==> src/rtl/seq_scan_ctrl.sv <==
// seq_scan_ctrl: byte-fed sequencer around a programmable serial pattern
// detector. Bytes arrive over a valid/ready handshake and are shifted MSB-first
// into a history register, one bit per clock. Matches of the low cfg_len bits
// against the stored pattern are counted per run, and a level interrupt is
// raised once the count reaches the threshold.
//
// Optional build macro: SEQ_SCAN_NOOVL_EN
//   undefined (default): overlapping matches are all counted.
//   defined            : each match clears history and valid-bit count, so the
//                        next match needs cfg_len fresh bits.
//
// Handshake: a byte transfers on a rising edge where data_valid and data_ready
// are both 1. data_ready is high only in WAIT. The source may hold data_valid
// low for any number of cycles; it should keep data_in stable while data_valid
// is high and data_ready is low.
module seq_scan_ctrl #(
   parameter int PAT_W  = 8,
   parameter int CNT_W  = 8,
   parameter int WCNT_W = 8
) (
   input  logic              clk,
   input  logic              rst,
   input  logic              cfg_we,
   input  logic [PAT_W-1:0]  cfg_pat,
   input  logic [3:0]        cfg_len,
   input  logic [WCNT_W-1:0] cfg_words,
   input  logic [CNT_W-1:0]  cfg_thresh,
   input  logic              start,
   input  logic              data_valid,
   input  logic [7:0]        data_in,
   output logic              data_ready,
   output logic              busy,
   output logic              match,
   output logic [CNT_W-1:0]  match_cnt,
   output logic              done,
   output logic              irq
);

   typedef enum logic [1:0] {
      S_IDLE  = 2'd0,
      S_WAIT  = 2'd1,
      S_SHIFT = 2'd2,
      S_DONE  = 2'd3
   } state_t;

   localparam logic [3:0] VC_MAX = 4'(PAT_W);

   state_t              r_state;
   logic [PAT_W-1:0]    r_pat;
   logic [3:0]          r_len;
   logic [WCNT_W-1:0]   r_words;
   logic [CNT_W-1:0]    r_thresh;
   logic [WCNT_W-1:0]   r_wcnt;
   logic [7:0]          r_sreg;
   logic [2:0]          r_bidx;
   logic [PAT_W-1:0]    r_hist;
   logic [3:0]          r_vcnt;

   logic                w_bit;
   logic [PAT_W-1:0]    w_hist_nxt;
   logic [3:0]          w_vcnt_nxt;
   logic [PAT_W-1:0]    w_mask;
   logic                w_len_ok;
   logic                w_hit;

   // Match evaluation on the history as it will be after the current shift.
   // The mask wraps to all-ones when r_len equals PAT_W.
   always_comb begin
      w_bit      = r_sreg[7];
      w_hist_nxt = (r_hist << 1) | PAT_W'(w_bit);
      w_vcnt_nxt = (r_vcnt == VC_MAX) ? r_vcnt : r_vcnt + 4'd1;
      w_mask     = (PAT_W'(1) << r_len) - PAT_W'(1);
      w_len_ok   = (r_len != 4'd0) && (r_len <= VC_MAX);
      w_hit      = w_len_ok && (w_vcnt_nxt >= r_len) &&
                   ((w_hist_nxt & w_mask) == (r_pat & w_mask));
   end

   // Sequencer FSM with all outputs registered alongside the state.
   always_ff @(posedge clk) begin
      if (!rst) begin
         r_state    <= S_IDLE;
         r_pat      <= '0;
         r_len      <= '0;
         r_words    <= '0;
         r_thresh   <= '0;
         r_wcnt     <= '0;
         r_sreg     <= '0;
         r_bidx     <= '0;
         r_hist     <= '0;
         r_vcnt     <= '0;
         data_ready <= 1'b0;
         busy       <= 1'b0;
         match      <= 1'b0;
         match_cnt  <= '0;
         done       <= 1'b0;
         irq        <= 1'b0;
      end else begin
         match <= 1'b0;
         done  <= 1'b0;
         // irq tracks the registered count while a run is active and holds
         // its last value in IDLE until the next start.
         if (r_state != S_IDLE) begin
            irq <= (r_thresh != '0) && (match_cnt >= r_thresh);
         end
         case (r_state)
            S_IDLE: begin
               data_ready <= 1'b0;
               busy       <= 1'b0;
               if (cfg_we) begin
                  r_pat    <= cfg_pat;
                  r_len    <= cfg_len;
                  r_words  <= cfg_words;
                  r_thresh <= cfg_thresh;
               end
               if (start) begin
                  r_hist    <= '0;
                  r_vcnt    <= '0;
                  match_cnt <= '0;
                  irq       <= 1'b0;
                  busy      <= 1'b1;
                  if (r_words == '0) begin
                     r_state <= S_DONE;
                     done    <= 1'b1;
                  end else begin
                     r_state    <= S_WAIT;
                     r_wcnt     <= r_words;
                     data_ready <= 1'b1;
                  end
               end
            end
            S_WAIT: begin
               if (data_valid && data_ready) begin
                  r_sreg     <= data_in;
                  r_bidx     <= 3'd7;
                  r_state    <= S_SHIFT;
                  data_ready <= 1'b0;
               end
            end
            S_SHIFT: begin
               r_sreg <= {r_sreg[6:0], 1'b0};
               r_bidx <= r_bidx - 3'd1;
               match  <= w_hit;
               if (w_hit && !(&match_cnt)) begin
                  match_cnt <= match_cnt + CNT_W'(1);
               end
`ifdef SEQ_SCAN_NOOVL_EN
               if (w_hit) begin
                  r_hist <= '0;
                  r_vcnt <= '0;
               end else begin
                  r_hist <= w_hist_nxt;
                  r_vcnt <= w_vcnt_nxt;
               end
`else
               r_hist <= w_hist_nxt;
               r_vcnt <= w_vcnt_nxt;
`endif
               if (r_bidx == 3'd0) begin
                  r_wcnt <= r_wcnt - WCNT_W'(1);
                  if (r_wcnt == WCNT_W'(1)) begin
                     r_state <= S_DONE;
                     done    <= 1'b1;
                  end else begin
                     r_state    <= S_WAIT;
                     data_ready <= 1'b1;
                  end
               end
            end
            S_DONE: begin
               r_state <= S_IDLE;
               busy    <= 1'b0;
            end
            default: begin
               r_state    <= S_IDLE;
               busy       <= 1'b0;
               data_ready <= 1'b0;
            end
         endcase
      end
   end

endmodule

==> config.mk <==
export PLATFORM = sky130hd
export DESIGN_NAME = seq_scan_ctrl
export DESIGN_NICKNAME = d
export VERILOG_FILES = /design/src/rtl/seq_scan_ctrl.sv
export SDC_FILE = /design/constraint.sdc
export NUM_CORES = 1
export LEC_CHECK = 0
export CAP_MARGIN = 20
export CORE_UTILIZATION = 61
export CTS_BUF_LIST = sky130_fd_sc_hd__clkbuf_2 sky130_fd_sc_hd__clkbuf_4 sky130_fd_sc_hd__clkbuf_8
export DETAILED_ROUTE_END_ITERATION = 8
export PLACE_DENSITY = 0.88
export SLEW_MARGIN = 0
export SYNTH_ARGS = -nofsm -noshare
export SYNTH_HDL_FRONTEND = slang
export SYNTH_SLANG_ARGS = --single-unit
==> constraint.sdc <==
create_clock -name clk -period 5.05 [get_ports clk]
set_input_delay 1.01 -clock clk [delete_from_list [all_inputs] [get_ports clk]]
set_output_delay 1.01 -clock clk [all_outputs]
set_load 0.05 [all_outputs]
**After elaboration in Yosys (flattened, before gate mapping)**

Cells that the tools add are included.

- Register bits: 73
- Bits in latches: 0
- Bits in writable memories: 0
- Memory bits (read-only): 0
- Input bits: 41
- Output and inout port bits: 13
- Word-level logic and storage cells: 103
- Memories kept: 0

- Add/sub/neg operators: 5
- Multipliers: 0
- Divide/modulo/power cells: 0
- Order comparisons: 3
- Equal/unequal tests: 12
- Shift-type cells: 1
- Mux-type cells: 37
- Bitwise gates (word level): 3
- Reductions and logical operators: 26

Operators by type and width:

| cell | number |
|---|---|
| 8-bit 2-to-1 mux | 6 |
| 8-bit one-hot mux with 2 select lines | 3 |
| 8-bit bitwise AND | 2 |
| 7-bit one-hot mux with 2 select lines | 1 |
| 1-bit 2-to-1 mux | 13 |
| 2-bit != test (second input constant) | 6 |
| 2-bit 2-to-1 mux | 5 |
| 8-bit by 1-bit adder with 8-bit output (second input constant) | 1 |
| 8-bit by 1-bit equality test with 1-bit output (second input constant) | 1 |
| 8-bit equality test | 1 |
| 8-bit >= comparator | 1 |
| 8-bit logical NOT | 1 |
| 4-bit 2-to-1 mux | 2 |
| 8-bit by 1-bit bitwise OR with 8-bit output | 1 |
| 2-bit one-hot mux with 4 select lines | 1 |
| 4-bit one-hot mux with 2 select lines | 1 |
| 2-bit AND reduction | 4 |
| 4-bit AND reduction | 2 |
| 8-bit AND reduction | 1 |
| 2-bit nonzero test | 4 |
| 8-bit nonzero test | 1 |
| 1-bit by 4-bit left shift with 8-bit output (first input constant) | 1 |
| 8-bit by 1-bit subtractor with 8-bit output (second input constant) | 1 |
| 8-bit by 2-bit subtractor with 8-bit output (second input constant) | 1 |
| 18 further kinds | 26 |

**Longest topological paths before layout**

Gate-level depths: netlist (run 1).

- Depth in word-level cells: 8
- Depth in mapped cells: 13
- Depth with buffers taken out: 12

**Worst setup path after synthesis (run 1)**

No wires, ideal clock.

- Path kind: reg2reg
- From: register r_len[0]
- To: register match_cnt[6]
- Setup time: 0.141 ns
- Arrival: 2.675 ns
- Data required time: 4.909 ns
- Path slack: 2.234 ns
- Stages on the path, launching flop included: 9
- Buffers on the path: 0
- Clock period less this slack: 2.816 ns
- Cells stage by stage: dfxtp_1 or4_2 ha_1 or3_2 a2111oi_1 a2111oi_4 nand3_2 or4_1 a21oi_1

- Cells in the longest elaborated chain, start to end: 8

Ends and longest elaborated chain:

| item | line | source |
|---|---|---|
| start: declaration | 50 | `logic [3:0] r_len;` |
| start signal: assignment | 111 | `r_len <= cfg_len;` |
| 1-bit by 4-bit left shift with 8-bit output | 72 | `w_mask = (PAT_W'(1) << r_len) - PAT_W'(1);` |
| 8-bit by 2-bit subtractor with 8-bit output | 72 |  |
| 8-bit bitwise AND | 75 | `((w_hist_nxt & w_mask) == (r_pat & w_mask));` |
| 8-bit equality test | 75 |  |
| 1-bit logical AND (*) | 74 | `w_hit = w_len_ok && (w_vcnt_nxt >= r_len) &&` |
| 1-bit logical AND (*) | 143 | `if (w_hit && !(&match_cnt)) begin` |
| 2-bit != test (no line) (*) | -- |  |
| 3-bit AND reduction (no line) (*) | -- |  |
| end signal: assignment | 144 | `match_cnt <= match_cnt + CNT_W'(1);` |
| end: declaration | 34 | `output logic [CNT_W-1:0] match_cnt,` |

Every way passes the cells marked *; elsewhere a longest branch is shown, timed or not.
A chain may end at the register's enable or synchronous reset.

**Worst setup path after layout (run 1)**

- From: input start
- To: register match_cnt[6]

- Cells in the longest elaborated chain, start to end: 2

Ends and longest elaborated chain:

| item | line | source |
|---|---|---|
| start: declaration | 28 | `input logic start,` |
| 2-bit != test (no line) | -- |  |
| 3-bit AND reduction (no line) | -- |  |

No other way between the ends.

==> run metrics, run 1 <==
syn avg cell area=8.49 µm²; worst hold margin=483 ps; post-layout instance count excluding filler cells=583; GPL Wtd Cong=0.874; synthesized instance count=459; RSZ-0062 raised after global routing=no; max incr delay on CP=540 ps; largest net degree at the start of global routing=71; Syn Std Cell Area=3890 µm²; Seq. cell area=1460 µm²; slowest CP cell=clkdlybuf4s50_1; H-tree depth=3; fin area=4660 µm²; clk slew on worst S/H paths=80 ps; Hold Buf Count CTS=0; routed wire length=8840 µm; critical path endpoint category=register; crit path kind=in2reg; final core utilization=77.4%; Synth top area share=37.5%; all-layer global routing usage=28.2%; setup ws final=1890 ps; crit-path cells=clkdlybuf4s50_1 > nor2b_1 > or2_2 > a41oi_1 > nand3_2 > or4_1 > a21oi_1; Final setup viols=0; die area=6710 µm²; Buf/Inv on CP=1; CTS tree=yes; pre-CTS WS=1630 ps; Worst Hold Class=reg2reg; residual DRC count=0; CTS Root Cell=clkbuf_8; DRT Pass-1 Iters=5; CTS sink count=73; Slew Limit Fails=0; Rel. slew slack=31.5%; initial antenna violation count=0; WP data required=5320 ps; sequential area share after synthesis=37.5%; pwr dens=487 nW/µm²; placed standard-cell area=4450 µm²; Yosys reg bits=73; Async SR Flop Fraction=0%; EDFF count, synth=0; WP data arrival=3430 ps; via count=3467; multi-input logic area=2260 µm²; Primary FF master, synth=dfxtp_1; Synth area leader=dfxtp_1; TNS Setup=0 ps; Peak VDD IR=0.000382 V; Clk Latency, worst-skew pair=350 ps; Slew @ Worst Pin=1030 ps; Die Ht=81.9 µm; num rows=28; antenna-violating nets left=0; vias in the first global route=3145; port bufs=53; post_cts resized=0; nets=570; CTS buffer count=9; Overall Power=2.27 mW; crit path max fanout=12; Vias/cell=5.95; outcome=complete, no violations; wire length per cell=15.2 µm; M1 GR Usage=34.3%; CP top delay family=simple AND/OR/NAND/NOR gates; DRT iter0 DRCs=250; layout cells sized above 1=4.92%; Die X-Extent=81.9 µm; Bufs on Longest Clock Path=2; Worst Clk Skew=7.64 ps; GRT overflow=0; static leakage=1.83 nW; Period minus WS final=3160 ps; initial core utilization=64.6%; Max-Cap Viols=0; dpl cells=568; placed wire-length estimate=6050 µm; net count after synthesis=525; Yosys Warn Count=0; area grow syn2layout=19.7%; ANT cells=0; Top-Level Pins=54; gr busiest metal=met2; Post-CTS Setup Repair Bufs=0; Achievable Freq=0.316 GHz; met3 GRT Util=4.89%; FILL cells=448; routing usage on met2=48.3%; global-route wire length before repair=14400 µm; Unique masters post-synth=59; Core ar.=6030 µm²; largest cells by area after synthesis=dfxtp_1 38%, nand2_1 8.6%, ha_1 8.0%, a21boi_0 6.2%, o211a_1 3.1%; CP startpoint kind=input pin; final-report hold violation count=0; final worst path period share=62.6%
-- kinds of logic after synthesis --
group,count (synthesis),share of synthesized area [%]
AOI/OAI and AO/OA,117,22.6
buffers and inverters,46,4.56
adders and majority gates,25,8.03
xor gates and xnor gates,12,2.70
DFF,73,37.5
and+or+nand+nor,176,22.1
muxes,10,2.57
-- where the power goes --
group	internal, mW	switching, mW
Clock	0.288	0.215
Combinational	0.373	0.594
Sequential	0.696	0.105
Total	1.36	0.915
-- worst paths after layout --
| kind | start | endpoint | slack (ps) | cells past startpoint |
|---|---|---|---|---|
| max | start | match_cnt[6] | 1890 | 7 |
| min | r_wcnt[1] | r_wcnt[1] | 480 | 2 |
| max reg2reg | r_len[0] | match_cnt[3] | 1980 | 8 |
| min reg2reg | r_wcnt[1] | r_wcnt[1] | 480 | 2 |
-- sequential cells by signal, indices dropped and copies added, names as in the netlist, 3 cells and up --
| signal | flops |
|---|---|
| r_sreg | 8 |
| r_vcnt | 4 |
| r_thresh | 8 |
| r_words | 8 |
| r_len | 4 |
| r_bidx | 3 |
| r_wcnt | 8 |
| r_pat | 8 |
| match_cnt | 8 |
| r_hist | 7 |
-- worst reg2reg max path, delay by kind of cell, from the launching register on --
kind            cells  cell delay, ps
flops               1             410
fa+ha+maj           1             270
compound gates      4            1050
simple gates        3            1250
-- synthesized netlist by cell type, types with 4 or more instances --
cell	number
inv_1	25
or4_1	4
nor3_1	5
xnor2_1	9
ha_1	25
a21boi_0	32
a22oi_1	13
a21oi_1	12
dfxtp_1	73
and3_1	5
nor2b_1	18
or3_1	5
nand3_1	11
nor2_1	17
mux2i_1	10
nand2_1	89
nor4_1	4
o211a_1	12
clkbuf_1	18
nand2b_1	4
o21ai_0	18
-- layout by cell type, fill, tap and decap left out, types with 2 or more instances in the layout --
cell type,netlist,final
or4_1,4,4
nand2_1,89,89
a21boi_0,32,32
nor4b_1,2,2
o211ai_1,3,3
clkinvlp_4,0,2
a21oi_1,12,12
inv_1,25,25
o31ai_1,3,3
nand2b_1,4,4
bufinv_16,0,2
a22oi_1,13,13
nor4_1,4,4
nor2b_1,18,18
o21ai_0,18,18
nor3b_1,2,2
mux2i_1,10,10
or3_1,5,5
nand3_1,11,11
buf_4,1,2
ha_1,25,25
nor2_1,17,17
and3_1,5,5
and2_1,3,3
o211a_1,12,12
a21o_1,2,2
xor2_1,3,3
a211oi_1,2,2
nor3_1,5,5
clkbuf_8,0,10
clkdlybuf4s50_1,0,52
dfxtp_1,73,73
xnor2_1,9,9
-- layer usage --
metal | routed length, µm | up-vias
li1 | - | 1705
met1 | 3840 | 1628
met2 | 4370 | 112
met3 | 405 | 22
met4 | 222 | 0
met5 | 0 | -
-- area by class of cell --
class / instances / area share (%)
inverters: 25 / 2.01
well taps: 75 / 2.01
flip-flops and latches: 73 / 31.3
clock inverters: 5 / 1.72
clock buffers: 10 / 2.95
repair buffers: 55 / 11.6
multi-input cells: 340 / 48.4
Note: power is estimated with default switching activity, not from simulation.
==> inputs of run 2 (changes only) <==
Settings changed: CORE_UTILIZATION 61 to 51, PLACE_DENSITY 0.88 to 0.78.
Clock period 5.05 ns to 2.63 ns, I/O delays scaled along.
==> run metrics, run 2 (synthesis gave the netlist of run 1 again) <==
Period minus WS final=2550 ps; pwr dens=944 nW/µm²; crit path kind=reg2reg; initial antenna violation count=0; Final setup viols=0; critical path endpoint category=register; crit path max fanout=4; CTS sink count=73; Max-Cap Viols=0; RSZ-0062 raised after global routing=no; max incr delay on CP=570 ps; setup ws final=82.7 ps; global-route wire length before repair=14900 µm; clk slew on worst S/H paths=80 ps; routed wire length=8900 µm; largest net degree at the start of global routing=70; Hold Buf Count CTS=0; CTS buffer count=9; Slew Limit Fails=0; via count=3465; static leakage=1.94 nW; WP data arrival=2830 ps; Worst Clk Skew=12.2 ps; Die X-Extent=89.4 µm; Slew @ Worst Pin=1000 ps; slowest CP cell=or4_4; DRT Pass-1 Iters=4; DRT iter0 DRCs=207; placed wire-length estimate=6380 µm; num rows=31; vias in the first global route=3363; Buf/Inv on CP=0; met2 WL=4380 µm; Die Ht=89.4 µm; Top Layer Used=met4; Vias/cell=5.54; Rel. slew slack=33.0%; port bufs=53; CP top delay family=simple AND/OR/NAND/NOR gates; Peak VDD IR=0.000726 V; commonest cells after routing, fill and taps aside=89 x nand2_1, 72 x dfxtp_1, 52 x clkdlybuf4s50_1; CTS Root Cell=clkbuf_8; H-tree depth=3; ANT cells=0; commonest non-fill, non-tap cell in the layout=nand2_1; Core ar.=7330 µm²; layout cells sized above 1=9.49%; die area=7990 µm²; WL met1=4040 µm; Seq. cell area=1460 µm²; initial core utilization=53.1%; wire length per cell=14.2 µm; all-layer global routing usage=24.4%; CP startpoint kind=register; multi-input logic area=2300 µm²; Clk Latency, worst-skew pair=360 ps; FILL cells=601; crit-path cells=or4_4 > ha_4 > nand2_1 > a2111oi_4 > a2111oi_4 > nand3_2 > or4_4 > a21oi_2; WP data required=2910 ps; Worst Hold Class=reg2reg; final-report hold violation count=0; nets=588; final core utilization=67.0%; GPL Wtd Cong=0.855; Top-Level Pins=54; Bufs on Longest Clock Path=2; met3 WL post-DR=286 µm; residual DRC count=0; area grow syn2layout=26.1%; CTS tree=yes; Achievable Freq=0.393 GHz; pre-CTS WS=84.8 ps; GRT overflow=0; outcome=complete, no violations; TNS Setup=0 ps; antenna-violating nets left=0; final worst path period share=96.9%
==> run 2: worst register-to-register path: cells and delay by family (launching register included) <==
family / cells / cell delay (ps)
compound gates: 3 / 650
flops: 1 / 320
simple gates: 4 / 1320
fa+ha+maj: 1 / 200
==> run 2: final timing paths <==
check | cells past startpoint | startpoint | end | slack, ps
worst max-delay path | 8 | r_len[2] | match_cnt[6] | 80
worst min-delay path | 2 | r_pat[7] | r_pat[7] | 480
worst max register to register | 8 | r_len[2] | match_cnt[6] | 80
worst min register to register | 2 | r_pat[7] | r_pat[7] | 480
==> run 2: through the flow <==
step	instance area [µm²]	cells	hold WS, ps	power (mW)
final	4910	626	482	4.64
after global routing	4910	626	509	4.99
after CTS	4880	625	486	4.64
after detailed placement	4650	609	474	3.62
after global placement	4650	609	465	3.54
after floorplan	3920	459	451	2.97
==> run 2: final cells by class <==
| class | count | area share [%] |
|---|---|---|
| Multi-Input combinational cell | 340 | 46.9 |
| Sequential cell | 73 | 29.8 |
| Timing Repair Buffer | 73 | 14.3 |
| Clock buffer | 11 | 3.08 |
| Tap cell | 99 | 2.52 |
| Inverter | 25 | 1.91 |
| Clock inverter | 5 | 1.58 |
==> run 2: repair_timing <==
action | in CTS | in global routing
endpoints found under the setup margin | 0 | 5
gates resized for setup | 0 | 5
setup buffers | 0 | 1
==> run 2: where the power goes <==
group / internal [mW] / switching (mW)
clock network: 0.583 / 0.428
registers: 1.34 / 0.172
logic: 0.911 / 1.21
==> run 2: layer usage <==
layer	vias to the layer above	GRT usage [%]
met5	-	0
met4	0	10.4
met3	16	4.62
met2	66	43.5
met1	1649	28.6
li1	1734	-
==> inputs of run 3 (changes only) <==
Settings changed: ABC_CLOCK_PERIOD_IN_PS set to 2630, CAP_MARGIN 20 to 0, CORE_UTILIZATION 51 to 35, PLACE_DENSITY 0.78 to not set.
==> run metrics, run 3 (synthesis gave the netlist of run 1 again) <==
final worst path period share=95.9%; die area=11600 µm²; CTS sink count=73; static leakage=1.91 nW; Period minus WS final=2520 ps; R2R cell count=7; CP top delay family=simple AND/OR/NAND/NOR gates; largest net degree at the start of global routing=47; Achievable Freq=0.397 GHz; reg2reg setup slack=110 ps; slowest CP cell=or4_4; DRT iter0 DRCs=156; wire length per cell=14.2 µm; Worst Hold Path EP=r_wcnt[1]; WL met1=4430 µm; pwr dens=901 nW/µm²; num rows=38; Clk Latency, worst-skew pair=360 ps; port bufs=53; Worst Clk Skew=8.85 ps; Top-Level Pins=54; crit-path cells=or4_4 > ha_4 > o21ai_1 > a2111oi_4 > nand3_2 > or4_1 > a21oi_1; CP startpoint kind=register; GRT overflow=0; FILL cells=1070; cell internal pwr=2.59 mW; CTS buffer count=9; Buf/Inv on CP=0; Slew @ Worst Pin=947 ps; all-layer global routing usage=17.6%; ANT cells=0; critical path endpoint category=register; Slew Limit Fails=0; H-tree depth=3; residual DRC count=0; Worst Hold Class=reg2reg; outcome=complete, no violations; Max-Cap Viols=0; final-report hold violation count=0; clk slew on worst S/H paths=80 ps; placed wire-length estimate=6700 µm; Core ar.=10800 µm²; area grow syn2layout=25.6%; nets=586; vias in the first global route=3354; WP data required=2930 ps; R2R Path Start=r_len[0]; Overall Power=4.41 mW; sw frac=41.2%; Worst Hold Launch=r_wcnt[1]; Die Ht=107 µm; antenna-violating nets left=0; commonest cells after routing, fill and taps aside=89 x nand2_1, 71 x dfxtp_1, 52 x clkdlybuf4s50_1; Top Layer Used=met4; CTS Root Cell=clkbuf_8; GPL Wtd Cong=0.794; initial antenna violation count=0; DRT Pass-1 Iters=4; WP data arrival=2820 ps; crit path kind=reg2reg; Bufs on Longest Clock Path=2; Vias/cell=5.10; via count=3392; max incr delay on CP=550 ps; Clk network pwr share=18.6%; RSZ-0062 raised after global routing=no; Peak VDD IR=0.000584 V; global-route wire length before repair=15900 µm; crit path max fanout=4; Reg-to-Reg End=match_cnt[6]; initial core utilization=35.9%; commonest non-fill, non-tap cell in the layout=nand2_1; pre-CTS WS=-33.4 ps; met3 WL post-DR=448 µm; setup ws final=108 ps; met2 WL=4320 µm; Net Sw Power=1.82 mW; WHS Path Cells=2; Rel. slew slack=36.6%; layout cells sized above 1=9.33%; routed wire length=9430 µm; Die X-Extent=107 µm; Reg power frac=34.4%; CTS tree=yes; Final setup viols=0; combinational power share=47.0%
## run 3: changes by cell type in the layout (fill, tap and decap cells not counted), sizes merged
cell,previous run,this run
clkinv,2,3
buf,21,19
bufinv,2,0
clkinvlp,1,2
## run 3: power groups by stage
stage	Sequential (mW)	Combinational (mW)	Clock [mW]
after floorplan	1.56	1.41	0
after global placement	1.53	2.01	0
after detailed placement	1.53	2.06	0
after CTS	1.51	2.07	0.852
after global routing	1.55	2.32	0.894
final	1.52	2.08	0.820
## run 3: tightest hold or removal path, cell delays in order (launching register included)
cell and delay, ps:
dfxtp_1 320, nand2_1 50, a21boi_0 60
## run 3: repair_timing
item | in CTS | in global routing
endpoints found under the setup margin | 1 | 7
pin swaps | 1 | 4
cloned | 0 | 0
setup buffers | 1 | 0
hold buffers | 0 | 0
gates resized for setup | 0 | 7
## run 3: metal layers
layer,vias to the layer above,track usage (%)
li1,1727,-
met1,1566,21.2
met2,78,29.7
met3,21,5.39
met4,0,5.87
met5,-,0
## run 3: cell type report
class                           count  area [µm²]  share of cell area [%]
Clock buffer                       11         151                    3.09
Clock inverter                      5        30.0                   0.614
Sequential cell                    73        1470                    30.0
Tap cell                          140         175                    3.58
Inverter                           25        93.8                    1.92
Multi-Input combinational cell    340        2300                    47.1
Timing Repair Buffer               71         673                    13.8
## run 3: worst max path at each step
stage | startpoint | to | cells after the start
finish | r_len[0] | match_cnt[6] | 7
floorplan | r_len[2] | match_cnt[6] | 8
detailed placement | r_len[0] | match_cnt[6] | 7
CTS | r_len[0] | match_cnt[5] | 9
global route | r_len[0] | match_cnt[6] | 7
global placement | r_len[0] | match_cnt[6] | 7
## run 3: stage by stage
stage	area (µm²)	util (%)	setup TNS [ps]	hold slack [ps]	instances
floorplan	3920	-	0	451	459
global placement	4670	43.1	0	469	648
detailed placement	4670	43.1	-33.4	472	648
CTS	4860	44.9	0	484	665
global route	4890	45.1	0	507	665
finish	4890	45.1	0	480	665
